$ cat src/rtl/mdio_responder.sv
// Clause-22 MDIO PHY responder with a small register file. It oversamples MDC/MDIO on clk.
// Bits are sampled on MDC rise and read data is driven on MDC fall.
module mdio_responder #(
   parameter logic [4:0]  PHY_ADDR   = 5'd1,
   parameter int          PRE_MIN    = 32,
   parameter logic [15:0] CTRL_RST   = 16'h1140,
   parameter logic [15:0] STATUS_VAL = 16'h796D,
   parameter logic [15:0] ID1_VAL    = 16'h0022,
   parameter logic [15:0] ID2_VAL    = 16'h1622
) (
   input  logic        clk,
   input  logic        rst,
   input  logic        mdc,
   input  logic        mdio_i,
   output logic        mdio_o,
   output logic        mdio_oe,
   output logic        cfg_wr,
   output logic [4:0]  cfg_addr,
   output logic [15:0] cfg_data,
   output logic [15:0] ctrl_reg,
   output logic        soft_rst
);

   typedef enum logic [2:0] {PRE, ST, OP, PHYAD, REGAD, TA, DATA, SKIP} state_t;

   localparam logic [7:0] PRE_MIN_C = 8'(PRE_MIN);

   logic              mdc_s1_q, mdc_s2_q, mdc_s3_q, mdio_s1_q, mdio_s2_q;
   logic              mdc_rise, mdc_fall, mdio_s;
   state_t            state_q, state_d;
   logic [5:0]        bit_q, bit_d;
   logic [7:0]        pre_q, pre_d;
   logic [15:0]       sh_q, sh_d;
   logic              wr_q, wr_d;
   logic [4:0]        regad_q, regad_d;
   logic [15:0]       rd_sh_q, rd_sh_d;
   logic              oe_q, oe_d, o_q, o_d;
   logic              cfg_wr_q, cfg_wr_d, soft_q, soft_d;
   logic [4:0]        cfg_addr_q, cfg_addr_d;
   logic [15:0]       cfg_data_q, cfg_data_d, ctrl_q, ctrl_d;
   logic [3:0][15:0]  gp_q, gp_d;
   logic [4:0]        ra_new;
   logic [15:0]       rd_val, wdata;

   always_ff @(posedge clk or posedge rst) begin
      if (rst) begin
         mdc_s1_q  <= 1'b0;
         mdc_s2_q  <= 1'b0;
         mdc_s3_q  <= 1'b0;
         mdio_s1_q <= 1'b1;
         mdio_s2_q <= 1'b1;
      end else begin
         mdc_s1_q  <= mdc;
         mdc_s2_q  <= mdc_s1_q;
         mdc_s3_q  <= mdc_s2_q;
         mdio_s1_q <= mdio_i;
         mdio_s2_q <= mdio_s1_q;
      end
   end

   assign mdc_rise = mdc_s2_q & ~mdc_s3_q;
   assign mdc_fall = ~mdc_s2_q & mdc_s3_q;
   assign mdio_s   = mdio_s2_q;

   // Register address completes on the current bit; read data is snapshotted from it.
   assign ra_new = {sh_q[3:0], mdio_s};
   assign wdata  = {sh_q[14:0], mdio_s};

   always_comb begin
      rd_val = 16'h0000;
      case (ra_new)
         5'd0:    rd_val = ctrl_q;
         5'd1:    rd_val = STATUS_VAL;
         5'd2:    rd_val = ID1_VAL;
         5'd3:    rd_val = ID2_VAL;
         5'd4, 5'd5, 5'd6, 5'd7: rd_val = gp_q[ra_new[1:0]];
         default: rd_val = 16'h0000;
      endcase
   end

   always_comb begin
      state_d    = state_q;
      bit_d      = bit_q;
      pre_d      = pre_q;
      sh_d       = sh_q;
      wr_d       = wr_q;
      regad_d    = regad_q;
      rd_sh_d    = rd_sh_q;
      oe_d       = oe_q;
      o_d        = o_q;
      cfg_wr_d   = 1'b0;
      soft_d     = 1'b0;
      cfg_addr_d = cfg_addr_q;
      cfg_data_d = cfg_data_q;
      ctrl_d     = ctrl_q;
      gp_d       = gp_q;
      if (mdc_rise) begin
         sh_d = wdata;
         if (state_q != PRE) bit_d = bit_q + 6'd1;
         // bit_q holds the number of frame bits already consumed before this one.
         case (state_q)
            PRE: begin
               if (mdio_s) begin
                  if (pre_q != 8'hFF) pre_d = pre_q + 8'd1;
               end else if (pre_q >= PRE_MIN_C) begin
                  state_d = ST;
                  bit_d   = 6'd1;
                  pre_d   = 8'd0;
               end else begin
                  pre_d = 8'd0;
               end
            end
            ST: begin
               if (mdio_s) state_d = OP;
               else begin
                  state_d = PRE;
                  pre_d   = 8'd0;
               end
            end
            OP: begin
               if (bit_q == 6'd3) begin
                  case ({sh_q[0], mdio_s})
                     2'b01: begin wr_d = 1'b1; state_d = PHYAD; end
                     2'b10: begin wr_d = 1'b0; state_d = PHYAD; end
                     default: state_d = SKIP;
                  endcase
               end
            end
            PHYAD: begin
               if (bit_q == 6'd8) state_d = (ra_new == PHY_ADDR) ? REGAD : SKIP;
            end
            REGAD: begin
               if (bit_q == 6'd13) begin
                  regad_d = ra_new;
                  rd_sh_d = rd_val;
                  state_d = TA;
               end
            end
            TA: begin
               if (bit_q == 6'd15) state_d = DATA;
            end
            DATA: begin
               if (wr_q && bit_q == 6'd31) begin
                  state_d = PRE;
                  pre_d   = 8'd0;
                  if (regad_q == 5'd0) begin
                     ctrl_d     = {1'b0, wdata[14:0]};
                     soft_d     = wdata[15];
                     cfg_wr_d   = 1'b1;
                     cfg_addr_d = regad_q;
                     cfg_data_d = wdata;
                  end else if (regad_q[4:2] == 3'b001) begin
                     gp_d[regad_q[1:0]] = wdata;
                     cfg_wr_d   = 1'b1;
                     cfg_addr_d = regad_q;
                     cfg_data_d = wdata;
                  end
               end
            end
            SKIP: begin
               if (bit_q == 6'd31) begin
                  state_d = PRE;
                  pre_d   = 8'd0;
               end
            end
            default: state_d = PRE;
         endcase
      end else if (mdc_fall && !wr_q && (state_q == TA || state_q == DATA)) begin
         if (bit_q == 6'd15) begin
            oe_d = 1'b1;
            o_d  = 1'b0;
         end else if (bit_q >= 6'd16 && bit_q <= 6'd31) begin
            o_d     = rd_sh_q[15];
            rd_sh_d = {rd_sh_q[14:0], 1'b0};
         end else if (bit_q == 6'd32) begin
            oe_d    = 1'b0;
            o_d     = 1'b1;
            state_d = PRE;
            pre_d   = 8'd0;
         end
      end
   end

   always_ff @(posedge clk or posedge rst) begin
      if (rst) begin
         state_q    <= PRE;
         bit_q      <= 6'd0;
         pre_q      <= 8'd0;
         sh_q       <= 16'h0000;
         wr_q       <= 1'b0;
         regad_q    <= 5'd0;
         rd_sh_q    <= 16'h0000;
         oe_q       <= 1'b0;
         o_q        <= 1'b1;
         cfg_wr_q   <= 1'b0;
         soft_q     <= 1'b0;
         cfg_addr_q <= 5'd0;
         cfg_data_q <= 16'h0000;
         ctrl_q     <= CTRL_RST;
         gp_q       <= '0;
      end else begin
         state_q    <= state_d;
         bit_q      <= bit_d;
         pre_q      <= pre_d;
         sh_q       <= sh_d;
         wr_q       <= wr_d;
         regad_q    <= regad_d;
         rd_sh_q    <= rd_sh_d;
         oe_q       <= oe_d;
         o_q        <= o_d;
         cfg_wr_q   <= cfg_wr_d;
         soft_q     <= soft_d;
         cfg_addr_q <= cfg_addr_d;
         cfg_data_q <= cfg_data_d;
         ctrl_q     <= ctrl_d;
         gp_q       <= gp_d;
      end
   end

   assign mdio_o   = o_q;
   assign mdio_oe  = oe_q;
   assign cfg_wr   = cfg_wr_q;
   assign cfg_addr = cfg_addr_q;
   assign cfg_data = cfg_data_q;
   assign ctrl_reg = ctrl_q;
   assign soft_rst = soft_q;

endmodule
$ cat config.mk
export PLATFORM = sky130hd
export DESIGN_NAME = mdio_responder
export DESIGN_NICKNAME = d
export VERILOG_FILES = /design/src/rtl/mdio_responder.sv
export SDC_FILE = /design/constraint.sdc
export NUM_CORES = 1
export LEC_CHECK = 0
export ABC_AREA = 1
export BUFFER_PORTS_ARGS = -buffer_cell sky130_fd_sc_hd__buf_2
export CAP_MARGIN = 30
export CORE_MARGIN = 4
export CORE_UTILIZATION = 60
export CTS_CLUSTER_SIZE = 30
export DETAILED_ROUTE_END_ITERATION = 10
export PLACE_DENSITY = 0.84
export SLEW_MARGIN = 40
export SYNTH_ARGS = -nofsm -noshare
export SYNTH_HDL_FRONTEND = slang
export SYNTH_SLANG_ARGS = --single-unit
$ cat constraint.sdc
create_clock -name clk -period 5.4 [get_ports clk]
set_input_delay 0.27 -clock clk [delete_from_list [all_inputs] [get_ports clk]]
set_output_delay 0.27 -clock clk [all_outputs]
set_load 0.02 [all_outputs]
* After elaboration in Yosys (flattened, before gate mapping) *
Cells that the tools add are included.

storage, ports and cells
  input port bits = 4
  logic and storage cells = 171
  register bits after elaboration = 163
  output and inout bits = 41

operators by class
  add/subtract/negate cells = 2
  reductions and logical operators = 30
  equal/unequal tests = 40
  magnitude comparators = 6
  bitwise logic cells = 6
  muxes and demuxes = 64

operator list
  cell                   count
  $mux W16               10
  $mux W8                10
  $pmux W16 S5           1
  $bwmux W64             1
  $mux W3                14
  $bmux W16 S2           1
  $demux W16 S2          1
  $pmux W8 S4            1
  $ne A3 B3 Y1 const B   9
  $mux W6                4
  $pmux W3 S8            1
  $eq A5 B3 Y1 const B   4
  $eq A6 B4 Y1 const B   3
  $reduce_and A4 Y1      4
  $mux W1                15
  $eq A3 B3 Y1 const B   4
  $reduce_and A12 Y1     1
  $reduce_bool A2 Y1     6
  $eq A5 B2 Y1 const B   2
  $logic_not A5 Y1       2
  $mux W5                2
  $reduce_and A5 Y1      2
  $reduce_and A9 Y1      1
  $add A8 B1 Y8 const B  1
  other kinds (31)       48

* Depth between registers and ports, before layout *
  depth in word-level cells = 6
  gate-level depth with buffers = 13
  depth with buffers taken out = 11

* Worst setup path after synthesis *
Ideal clock, no wire load.

  path kind = register to register
  start = register sh_q[0]
  end = register rd_sh_q[5]
  cell stages (with the launch flop) = 14
  library setup time = 0.077 ns
  path slack = 3.344 ns
  data required time = 5.323 ns
  clock period less this slack = 2.056 ns
  arrival = 1.978 ns
  buffers on the path = 3
  cells stage by stage = dfrtp_1 > buf_2 > inv_1 > clkbuf_1 > ha_1 > nor2_1 > nand2_1 > nand3_1 > inv_1 > clkbuf_1 > nand2_1 > nand2_1 > nand2_1 > a21oi_1

between the ends
  cells in the longest elaborated chain, start to end = 6
  elaborated cells between the ends (all ways) = 15
  classes of those cells = eq/ne (7); mux (6); reduce/logical (2)

ends and longest elaborated chain
  element                                       line    text
  from (decl)                                   33      logic [15:0] sh_q, sh_d;
  from (signal assigned)                        189     sh_q <= 16'h0000;
  from (signal assigned)                        205     sh_q <= sh_d;
  $eq A5 B3 Y1 or $bmux W16 S2 (tied branches)  71, 76
  $reduce_or A4 Y1 or $mux W16 (tied branches)  71, 76
  $pmux W16 S5 (*)                              71      case (ra_new)
  $mux W16 (*)                                  133     if (bit_q == 6'd13) begin
  $mux W16 (*)                                  101     case (state_q)
  $mux W16 (*)                                  97      if (mdc_rise) begin
  to (signal assigned)                          208     rd_sh_q <= rd_sh_d;
  to (decl)                                     36      logic [15:0] rd_sh_q, rd_sh_d;

Mark *: on every way between the ends. The rest lies on a longest branch, timed or not. The select of a mux whose other input is x is not followed.
A chain may end at the register's enable or synchronous reset.

* Worst setup path after layout *
  start = register mdio_s2_q (netlist: mdio_s)
  end = register pre_q[4]

between the ends
  cells in the longest elaborated chain, start to end = 3
  elaborated cells between the ends (all ways) = 6
  classes of those cells = eq/ne (2); mux (3); reduce/logical (1)

ends and longest elaborated chain
  element                 line  text
  from (decl)             28    logic mdc_s1_q, mdc_s2_q, mdc_s3_q, mdio_s1_q, mdio_s2_q;
  from (signal assigned)  57    mdio_s2_q <= mdio_s1_q;
  $mux W8                 103   if (mdio_s) begin
  $pmux W8 S4             101
  $mux W8                 97
  to (signal assigned)    204   pre_q <= pre_d;
  to (decl)               32    logic [7:0] pre_q, pre_d;

Parallel ways exist; a longest one is shown, timed or not.

==> flow_metrics.py <==
metrics = {
    "synthesis": {
        "syn_nets": 1082,
        "synth_area_mm2": 0.00813,
        "ys_seq_elements": 163,
        "yosysWarnings": 0,
        "synthArstFlopShare_pct": 100,
        "synthFlopType": "dfrtp_1",
        "ys_seq_area_share_pct": 50.3,
        "synth.distinct_cells": 34,
        "postSynthCellCount": 1069,
        "synth_edf_count": 0,
        "avgSynthCellArea_um2": 7.60,
    },
    "global_routing": {
        "antenna_found_initial": 0,
        "grt_pass1_wl_um": 34600,
        "grt_max_degree": 76,
        "grt_pass1_vias": 7036,
        "track_usage_pct": 27.4,
        "overflow": 0,
    },
    "power": {
        "cellLeakagePower_nw": 4.89,
        "irDropWorstVdd_mv": 0.266,
        "p_per_area_mw_per_mm2": 317,
    },
    "clock_tree": {
        "clockRootBuffer": "clkbuf_16",
        "path_clk_slew_ps": 60,
        "numCtsBuffers": 17,
        "cts_resized": 0,
        "clk_path_buf_depth": 2,
        "post_cts_buffers": 0,
        "ctsHtreeMaxLevel": 4,
        "hold_buffers": 3,
        "clock-sinks": 163,
        "cts_tree": "yes",
        "clk_latency_ps": 440,
    },
    "min_path": {
        "whs_endpoint": "mdio_s",
        "min_from": "mdio_s1_q",
        "worst_hold_path.num_cells": 0,
        "worstHoldPathType": "flip-flop to flip-flop",
    },
    "final_layout": {
        "final_cell_mix": "352 x nand2_1, 157 x dfrtp_1, 118 x o21ai_0, 117 x inv_1, 85 x nor2_1",
        "largest_register_ffs": 64,
        "antenna_cells": 0,
        "largest-register": "gp_q",
        "drive_gt1_share_pct": 9.34,
        "multi_input_area_mm2": 0.00333,
        "syn_to_final_growth_pct": 11.3,
        "final_area_mm2": 0.00904,
        "mostFrequentLayoutCell": "nand2_1",
        "ff_latch_area_mm2": 0.00409,
        "fillers": 1091,
        "fin_nets": 1103,
    },
    "timing": {
        "drv_slew": 0,
        "fin_crit_sh_pct": 54.6,
        "slew-limit-headroom_pct": 52.1,
        "rsz0062_at_grt": "false",
        "worst_pin_slew_ps": 718,
        "tns_ps": 0,
        "final-hold-violation-count": 0,
        "fmax_mhz": 339,
        "skew_ps": 12.0,
        "min_period_ps": 2950,
        "setup_violations": 0,
    },
    "placed_design": {
        "gp_congestion": 0.900,
        "io_buffers": 43,
        "placed_area_mm2": 0.00840,
        "dp_hpwl_um": 13000,
    },
    "die": {
        "rows": 42,
        "start_util_pct": 61.4,
        "ios": 45,
        "die_area_mm2": 0.0155,
        "fp.dieW_um": 124,
        "die_h_um": 124,
        "coreArea_mm2": 0.0132,
    },
    "outcome": {
        "status": "finished, final reports clean",
    },
    "worst_setup_path": {
        "rr_worst_depth": 10,
        "end_kind": "flip-flop",
        "r2r_slack_ps": 2450,
        "start_kind": "flip-flop",
        "cp_data_arrival_time_ps": 3310,
        "critPathKind": "flip-flop to flip-flop",
        "rr_startpoint": "mdio_s",
        "r2r_end": "pre_q[4]",
        "required_ps": 5760,
        "crit_path_max_fanout": 55,
    },
    "route": {
        "vias": 7280,
        "drt_iter0_drc": 913,
        "wl_per_cell_um": 16.0,
        "dr.pass1.iters": 5,
        "viasPerCell": 5.69,
        "wl_um": 20400,
        "drc_errors": 0,
        "postRouteAntennaNets": 0,
    },
    "run": {
        "maxCapViolations": 0,
    },
}
[logic make-up (layout without fill, tap and decap cells)]
logic type | Yosys count | in the layout | share of synthesized area (%)
AND/OR/NAND/NOR | 547 | 547 | 28.2
buffers and inverters | 180 | 214 | 8.93
AO/OA/AOI/OAI | 168 | 168 | 11.0
flip-flops | 163 | 163 | 50.3
adder cells (fa/ha/maj) | 9 | 9 | 1.39
other | 1 | 1 | 0.0461
XOR/XNOR | 1 | 1 | 0.108
[power breakdown]
group	leakage, nW	internal, mW	switching [mW]
combinational	2.37	0.0804	0.218
clock	0.282	0.732	0.505
sequential	2.23	1.26	0.0693
[stage by stage]
step / power (mW) / instances / hold slack [ps] / utilization [%] / setup WS (ps)
after floorplan: 1.55 / 1069 / 274 / - / 735
after global placement: 1.63 / 1243 / 276 / 63.3 / 2350
after detailed placement: 1.64 / 1243 / 279 / 63.4 / 2250
after CTS: 2.87 / 1278 / 357 / 68.2 / 2200
after global routing: 2.98 / 1279 / 363 / 68.3 / 2310
final: 2.87 / 1279 / 352 / 68.3 / 2450
[how the worst max path moves through the flow]
stage | startpoint | end | slack, ps | cells past startpoint
2_1_floorplan | rst | bit_q[0] | 730 | 1
3_3_place_gp | mdc_s3_q | gp_q[59] | 2350 | 9
3_5_place_dp | mdc_s3_q | gp_q[34] | 2250 | 9
4_1_cts | mdc_s3_q | gp_q[50] | 2200 | 9
5_1_grt | mdio_s | pre_q[5] | 2310 | 10
6_report | mdio_s | pre_q[4] | 2450 | 10
[final cells by class]
| cell class | count | area share [%] |
|---|---|---|
| tap | 176 | 2.44 |
| sequential | 163 | 45.2 |
| clock buffer | 21 | 4.87 |
| timing repair buffer | 56 | 3.63 |
| inverter | 126 | 5.33 |
| clock inverter | 11 | 1.74 |
| multi-input combinational | 726 | 36.8 |
[per-layer routing]
metal	routed length [um]	track usage (%)	part of all wire [%]	vias to the layer above
met5	0	0	0	-
met4	402	8.51	2.0	0
met3	1810	8.28	8.9	41
met2	9910	44.8	49	313
met1	8310	35.3	41	3481
li1	-	-	-	3445
[worst max-delay path: stages (launching register included)]
cell	delay, ps
dfstp_2	1000
inv_4	410
nor2_1	390
nand2_1	130
nor2_1	100
nand2_1	50
nand2_1	60
clkinv_1	220
nand2_1	320
nand2_1	90
nand2_1	80
[synth_stat cells, types with 2 or more instances]
library cell	count	area share (%)
buf_2	13	0.80
o21a_1	3	0.28
clkbuf_1	28	1.3
a31oi_1	2	0.15
nand4_1	42	3.2
dfstp_2	6	1.9
o21ai_0	118	7.3
inv_1	119	5.5
nand2_1	353	16
nor2_1	85	3.9
buf_4	5	0.46
buf_6	2	0.28
nand3_1	51	3.1
clkinv_1	4	0.18
nand3_4	2	0.43
ha_1	9	1.4
inv_2	3	0.14
o21bai_1	3	0.28
o211ai_1	12	1.1
a21oi_1	27	1.7
buf_1	6	0.28
dfrtp_1	157	48
nor3_1	8	0.49
Note: power is estimated with default switching activity, not from simulation.
